$ cat config.mk
export PLATFORM = sky130hd
export DESIGN_NAME = pio_in_capture
export DESIGN_NICKNAME = d
export VERILOG_FILES = /design/src/rtl/pio_pkg.sv /design/src/rtl/pio_sync_edge.sv /design/src/rtl/pio_in_capture.sv
export SDC_FILE = /design/constraint.sdc
export NUM_CORES = 1
export LEC_CHECK = 0
export CAP_MARGIN = 20
export CORE_MARGIN = 5
export CORE_UTILIZATION = 53
export CTS_CLUSTER_DIAMETER = 80
export DETAILED_ROUTE_END_ITERATION = 16
export GPL_ROUTABILITY_DRIVEN = 0
export PLACE_DENSITY = 0.76
export SYNTH_ARGS = -nofsm -noshare
export SYNTH_HDL_FRONTEND = slang
export SYNTH_SLANG_ARGS = --single-unit
$ cat constraint.sdc
create_clock -name clk -period 2.57 [get_ports clk]
set_input_delay 0.514 -clock clk [delete_from_list [all_inputs] [get_ports clk]]
set_output_delay 0.514 -clock clk [all_outputs]
set_load 0.01 [all_outputs]
$ cat src/rtl/pio_pkg.sv
// Shared definitions for the input PIO: register map and edge-capture modes.
package pio_pkg;

  typedef enum logic [1:0] {
    ADDR_DATA    = 2'd0,
    ADDR_LATENCY = 2'd1,
    ADDR_IRQMASK = 2'd2,
    ADDR_EDGECAP = 2'd3
  } pio_addr_e;

  localparam int EDGE_RISING  = 0;
  localparam int EDGE_FALLING = 1;
  localparam int EDGE_ANY     = 2;

  function automatic logic addr_is(input logic [1:0] address, input pio_addr_e target);
    return address == 2'(target);
  endfunction

endpackage

$ cat src/rtl/pio_sync_edge.sv
// Input synchroniser chain, previous-value register and per-bit edge detector.
module pio_sync_edge
  import pio_pkg::*;
#(
  parameter int DATA_W      = 16,
  parameter int SYNC_STAGES = 2,
  parameter int EDGE_MODE   = EDGE_RISING
) (
  input  logic              clk,
  input  logic              reset_n,
  input  logic [DATA_W-1:0] in_port,
  output logic [DATA_W-1:0] sync_q,
  output logic [DATA_W-1:0] edge_det
);

  logic [DATA_W-1:0] stage_reg [SYNC_STAGES];
  logic [DATA_W-1:0] prev_reg;

  // Everything clears to 0 so the first post-reset compare sees no edge.
  always_ff @(posedge clk) begin
    if (!reset_n) begin
      for (int i = 0; i < SYNC_STAGES; i++) begin
        stage_reg[i] <= '0;
      end
      prev_reg <= '0;
    end else begin
      stage_reg[0] <= in_port;
      for (int i = 1; i < SYNC_STAGES; i++) begin
        stage_reg[i] <= stage_reg[i-1];
      end
      prev_reg <= sync_q;
    end
  end

  assign sync_q = stage_reg[SYNC_STAGES-1];

  genvar gi;
  generate
    for (gi = 0; gi < DATA_W; gi++) begin : g_bit
      if (EDGE_MODE == EDGE_RISING) begin : g_rise
        assign edge_det[gi] = sync_q[gi] & ~prev_reg[gi];
      end else if (EDGE_MODE == EDGE_FALLING) begin : g_fall
        assign edge_det[gi] = ~sync_q[gi] & prev_reg[gi];
      end else begin : g_any
        assign edge_det[gi] = sync_q[gi] ^ prev_reg[gi];
      end
    end
  endgenerate

endmodule

$ cat src/rtl/pio_in_capture.sv
// Avalon-MM input PIO with edge capture, maskable level irq and optional
// irq-latency counter (enabled by defining PIO_IN_CAPTURE_LATENCY_EN).
module pio_in_capture
  import pio_pkg::*;
#(
  parameter int DATA_W      = 16,
  parameter int SYNC_STAGES = 2,
  parameter int EDGE_MODE   = EDGE_RISING
) (
  input  logic              clk,
  input  logic              reset_n,
  input  logic [1:0]        address,
  input  logic              chipselect,
  input  logic              write_n,
  input  logic [DATA_W-1:0] writedata,
  output logic [DATA_W-1:0] readdata,
  input  logic [DATA_W-1:0] in_port,
  output logic              irq
);

  logic              wr;
  logic [DATA_W-1:0] sync_q;
  logic [DATA_W-1:0] edge_det;
  logic [DATA_W-1:0] clr;
  logic [DATA_W-1:0] ec_reg, ec_next;
  logic [DATA_W-1:0] mask_reg, mask_next;
  logic [DATA_W-1:0] latency_val;
  logic [DATA_W-1:0] rd_next;
  logic              irq_next;

  pio_sync_edge #(
    .DATA_W      (DATA_W),
    .SYNC_STAGES (SYNC_STAGES),
    .EDGE_MODE   (EDGE_MODE)
  ) u_sync_edge (
    .clk      (clk),
    .reset_n  (reset_n),
    .in_port  (in_port),
    .sync_q   (sync_q),
    .edge_det (edge_det)
  );

  assign wr = chipselect & ~write_n;

  // A fresh edge on a bit being cleared wins, so the set term is ORed last.
  always_comb begin
    clr       = '0;
    mask_next = mask_reg;
    if (wr && addr_is(address, ADDR_EDGECAP)) begin
      clr = writedata;
    end
    if (wr && addr_is(address, ADDR_IRQMASK)) begin
      mask_next = writedata;
    end
    ec_next  = (ec_reg & ~clr) | edge_det;
    irq_next = |(ec_next & mask_next);
  end

  always_ff @(posedge clk) begin
    if (!reset_n) begin
      ec_reg   <= '0;
      mask_reg <= '0;
      irq      <= 1'b0;
    end else begin
      ec_reg   <= ec_next;
      mask_reg <= mask_next;
      irq      <= irq_next;
    end
  end

`ifdef PIO_IN_CAPTURE_LATENCY_EN
  logic [DATA_W-1:0] lat_reg;

  // Restarts at 0 on the irq rising edge, then counts irq-high cycles, saturating.
  always_ff @(posedge clk) begin
    if (!reset_n) begin
      lat_reg <= '0;
    end else if (irq_next && !irq) begin
      lat_reg <= '0;
    end else if (irq && (lat_reg != '1)) begin
      lat_reg <= lat_reg + DATA_W'(1);
    end
  end

  assign latency_val = lat_reg;
`else
  assign latency_val = '0;
`endif

  always_comb begin
    rd_next = '0;
    case (address)
      2'(ADDR_DATA):    rd_next = sync_q;
      2'(ADDR_LATENCY): rd_next = latency_val;
      2'(ADDR_IRQMASK): rd_next = mask_reg;
      2'(ADDR_EDGECAP): rd_next = ec_reg;
      default:          rd_next = '0;
    endcase
  end

  always_ff @(posedge clk) begin
    if (!reset_n) begin
      readdata <= '0;
    end else begin
      readdata <= rd_next;
    end
  end

endmodule
# Yosys cells after proc, flatten, opt, wreduce, memory -nomap -nowiden
# Memories as Yosys holds them, arrays and structs flattened.
# Cells that the tools add are included.
[classes]
n_eq_ne = 3
mux = 7
bitwise = 40
reduce_logical = 4
[ops]
columns = ["operator", "count"]
rows = [
  ["16-bit two-way mux", 4],
  ["16-bit case mux with 4 select lines", 1],
  ["16-bit bitwise AND", 2],
  ["1-bit bitwise AND", 17],
  ["1-bit inverter", 17],
  ["16-bit inverter", 1],
  ["16-bit OR", 1],
  ["16-bit OR reduction", 1],
  ["2-bit equality test (second input constant)", 2],
  ["2-bit by 1-bit equality test with 1-bit output (second input constant)", 1],
  ["1-bit logical AND", 2],
  ["2-bit logical NOT", 1],
  ["1-bit two-way mux", 2],
  ["1-bit OR", 2],
]
[word_totals]
register_bits = 65
ramBits = 32
in_bits = 38
word_cells = 60
mem_count = 1
[mem_list]
columns = ["name", "depth", "width", "read_ports", "rd_clocked_by_memory_dff", "write_ports", "line_no", "rtl"]
rows = [
  ["u_sync_edge.stage_reg", 2, 16, 2, 0, 2, "pio_sync_edge.sv:16", "logic [DATA_W-1:0] stage_reg [SYNC_STAGES];"],
]

# Logic depth before layout (Yosys ltp)
[depth]
word_depth = 9
mapped_depth = 8
depth_no_buf = 5

# Hierarchy
# Synthesis repeated with hierarchy kept, for this count alone.
[unflattened]
hier_cells = 354
area_unflattened_um2 = 3693.5
[modules_own_cells]
columns = ["module", "n_inst", "cells_each", "area_per_inst_um2"]
rows = [
  ["pio_in_capture", 1, 221, 2168.3],
  ["pio_sync_edge", 1, 133, 1525.2],
]

# Worst setup path before layout
# Ideal clock, no wire load.
[synth_timing]
kind = "input to register"
start = "input address[0]"
end = "register irq"
setup_ps = 127
arrival_ps = 1840
slack_ps = 602
cell_stages = 8
cell_sequence = "buf_6 -> nor4bb_4 -> buf_6 -> buf_12 -> mux2i_1 -> o22ai_1 -> nor4_1 -> a21boi_1"
[synth_between]
elab_chain_len = 8
elab_cells_between_ends = 11
classes_between = "2 x eq/ne; 2 x mux; 4 x bitwise; 3 x reduce/logical"
[synth_rtl]
columns = ["element", "line_no", "rtl"]
rows = [
  ["start, declared", "pio_in_capture.sv:12", "input logic [1:0] address,"],
  ["2-bit equality test", "pio_pkg.sv:16", "return address == 2'(target);"],
  ["1-bit logical AND", "pio_in_capture.sv:49", "if (wr && addr_is(address, ADDR_EDGECAP)) begin"],
  ["16-bit two-way mux", "pio_in_capture.sv:49", ""],
  ["16-bit inverter", "pio_in_capture.sv:55", "ec_next = (ec_reg & ~clr) | edge_det;"],
  ["16-bit bitwise AND", "pio_in_capture.sv:55", ""],
  ["16-bit OR", "pio_in_capture.sv:55", ""],
  ["16-bit bitwise AND (*)", "pio_in_capture.sv:56", "irq_next = |(ec_next & mask_next);"],
  ["16-bit OR reduction (*)", "pio_in_capture.sv:56", ""],
  ["end signal, assigned", "pio_in_capture.sv:67", "irq <= irq_next;"],
  ["end, declared", "pio_in_capture.sv:18", "output logic irq"],
]
# Every way passes the cells marked *; elsewhere a longest branch is shown, timed or not.
# A chain may end at the register's enable or synchronous reset.

# Final worst setup path
[layout_timing]
start = "input chipselect"
end = "register irq"
[layout_between]
elab_chain_len = 8
elab_cells_between_ends = 10
classes_between = "2 x mux; 5 x bitwise; 3 x reduce/logical"
[layout_rtl]
columns = ["element", "line_no", "rtl"]
rows = [
  ["start, declared", "pio_in_capture.sv:13", "input logic chipselect,"],
  ["1-bit bitwise AND (*)", "pio_in_capture.sv:43", "assign wr = chipselect & ~write_n;"],
  ["1-bit logical AND", "pio_in_capture.sv:49", ""],
  ["16-bit two-way mux", "pio_in_capture.sv:49", ""],
  ["16-bit inverter", "pio_in_capture.sv:55", ""],
  ["16-bit bitwise AND", "pio_in_capture.sv:55", ""],
  ["16-bit OR", "pio_in_capture.sv:55", ""],
  ["16-bit bitwise AND (*)", "pio_in_capture.sv:56", ""],
  ["16-bit OR reduction (*)", "pio_in_capture.sv:56", ""],
]
# Marks and branches as above.

==> impl_metrics.env <==
export IMPL_run_status="finished clean"
export IMPL_syn2layout_area_growth_pct=22.73
export IMPL_ys_ff_latch=97
export IMPL_place_area_mm2=0.004161
export IMPL_timing_rr_start="ec_reg[15]"
export IMPL_dieArea_mm2=0.008471
export IMPL_io_buffers=54
export IMPL_drt_initial_drc_count=115
export IMPL_cts_tree="done"
export IMPL_cts_made_buffers=9
export IMPL_synth_warnings=0
export IMPL_postCtsSetupBuffers=0
export IMPL_grt_total_usage_pct=16.96
export IMPL_dp_hpwl_um=4571
export IMPL_p_leak_uw=0.001676
export IMPL_io_pins=55
export IMPL_fmax_mhz=424.6
export IMPL_start_util_pct=53.39
export IMPL_num_antenna_cells=0
export IMPL_synth_area_mm2=0.003567
export IMPL_wirelength_um=6856
export IMPL_drc=0
export IMPL_clkTransAtPathRegs_ps=90
export IMPL_drt_first_pass_iters=4
export IMPL_startpoint_type="input port"
export IMPL_fin_skew_ps=6.303
export IMPL_whs_ps=437.9
export IMPL_grt_max_degree=49
export IMPL_rsz0062_at_grt="no"
export IMPL_critPathArrivalTime_ps=2590
export IMPL_reg2reg_slack_ps=1000
export IMPL_cts_root_buf="clkbuf_8"
export IMPL_dieHeight_um=92.04
export IMPL_mostFrequentLayoutCells="dfxtp_1, and2_1, clkdlybuf4s50_1"
export IMPL_hp_class="reg -> reg"
export IMPL_drive_gt1_share_pct=6.599
export IMPL_largest_reg_flops=32
export IMPL_max_stage_delay_ps=540
export IMPL_slew_violations=0
export IMPL_hold_depth=1
export IMPL_reg2regPathDepth=5
export IMPL_worstHoldEndpoint="u_sync_edge.stage_reg[0][20]"
export IMPL_final_cell_count_no_fill=474
export IMPL_r2r_end="irq"
export IMPL_layout_nets=429
export IMPL_clock_sinks=97
export IMPL_path_max_fanout=16
export IMPL_syn_nets=376
export IMPL_cp_num_buf_inv=2
export IMPL_layout_commonest_cell="dfxtp_1"
export IMPL_ys_seq_area_share_pct=54.44
export IMPL_setup_violations=0
export IMPL_power_density_mw_per_mm2=672.5
export IMPL_drv_cap=0
export IMPL_syn_avg_cell_area_um2=10.55
export IMPL_synth_cell_types=19
export IMPL_viasPerCell=5.089
export IMPL_grt_pass1_wl_um=11300
export IMPL_num_vias=2412
export IMPL_crit_family="simple AND/OR/NAND/NOR gates"
export IMPL_grt_overflow_total=0
export IMPL_synthCells=338
export IMPL_relSlewSlack_pct=58.80
export IMPL_dp_cells=460
export IMPL_crit_required_ps=2800
export IMPL_wl_per_cell_um=14.46
export IMPL_crit_chain="clkdlybuf4s50_1, nor4bb_4, buf_12, mux2i_1, o22ai_1, nor4_1, a21boi_1"
export IMPL_final_cell_area_mm2=0.004378
export IMPL_cts_buffer_depth=2
export IMPL_die_w_um=92.04
export IMPL_ctsResizeCount=0
export IMPL_critical_path_slowest_cell="clkdlybuf4s50_1"
export IMPL_finalCritPeriodShare_pct=91.64
export IMPL_cts_hold_buf=0
export IMPL_period_needed_ps=2355
export IMPL_finalHoldViolations=0
export IMPL_antenna_found_initial=0
export IMPL_critPathKind="in -> reg"
export IMPL_clock_latency_ps=350
export IMPL_core_mm2=0.006681
export IMPL_grt_pass1_vias=2405
export IMPL_tightest_slew_ps=618.0
export IMPL_ir_drop_mv=0.4557
export IMPL_htree_levels=3
export IMPL_min_from="u_sync_edge.stage_reg[0][4]"
export IMPL_cp_end_kind="register"
export IMPL_drtAntennaViolNets=0
export IMPL_placementRows=30
## how the worst max path moves through the flow
stage / end / from / cells past startpoint / slack (ps)
CTS: irq / chipselect / 7 / 230
finish: irq / chipselect / 7 / 210
global placement: irq / chipselect / 7 / -80
detailed placement: irq / chipselect / 7 / -140
global route: irq / chipselect / 7 / 120
floorplan: irq / address[0] / 8 / 600
## Yosys cell counts, drive strengths merged
master / number / area share (%)
a221oi: 16 / 4.3
mux2i: 32 / 9.0
clkbuf: 13 / 1.4
and2: 65 / 11
inv: 16 / 1.7
nand2: 16 / 1.7
nor4: 2 / 0.35
o21ai: 16 / 2.2
buf: 6 / 2.0
nor4bb: 1 / 0.70
a21boi: 1 / 0.21
nand4b: 1 / 0.67
o22ai: 8 / 1.4
and2b: 6 / 1.3
dfxtp: 97 / 54
nor2b: 42 / 7.4
## routing by layer
| layer | share of wire [%] | track usage, % | wire [µm] |
|---|---|---|---|
| met4 | 1.5 | 5.817 | 102 |
| met2 | 47 | 27.19 | 3206 |
| met5 | 0 | 0 | 0 |
| met3 | 5.6 | 5.086 | 385 |
| met1 | 46 | 21.75 | 3162 |
## layout make-up
class                      count  area [µm²]
inverter                      16       60.06
fill                         540        2303
multi-input combinational    206        1446
clock inverter                 3       65.06
tap                           80       100.1
sequential                    97        1942
clock buffer                  11       151.4
timing repair buffer          61       613.1
## where the power goes
group | internal (µW) | switching (µW) | leakage (µW) | total (µW)
clock | 589 | 482 | 0.000111 | 1070
sequential | 1570 | 33.3 | 0.000794 | 1600
combinational | 159 | 113 | 0.000771 | 272
## metrics by stage
stage	utilization [%]	setup TNS (ps)	power, µW	worst slack, ps
3_5_place_dp	62.28	-139.7	1909	-139.7
5_1_grt	65.52	0	3067	117.3
3_3_place_gp	62.28	-78.29	1902	-78.29
2_1_floorplan	-	0	1787	602.5
6_report	65.52	0	2944	214.8
4_1_cts	65.52	0	2965	228.3
## cells by family (layout without fill, tap and decap cells)
family	Yosys count	after routing	synth area share [%]
DFF	97	97	54.44
muxes	32	32	8.979
buffers and inverters	35	91	5.016
and+or+nand+nor	133	133	23.43
AOI/OAI and AO/OA	41	41	8.138
(Power assumes the default switching activity.)
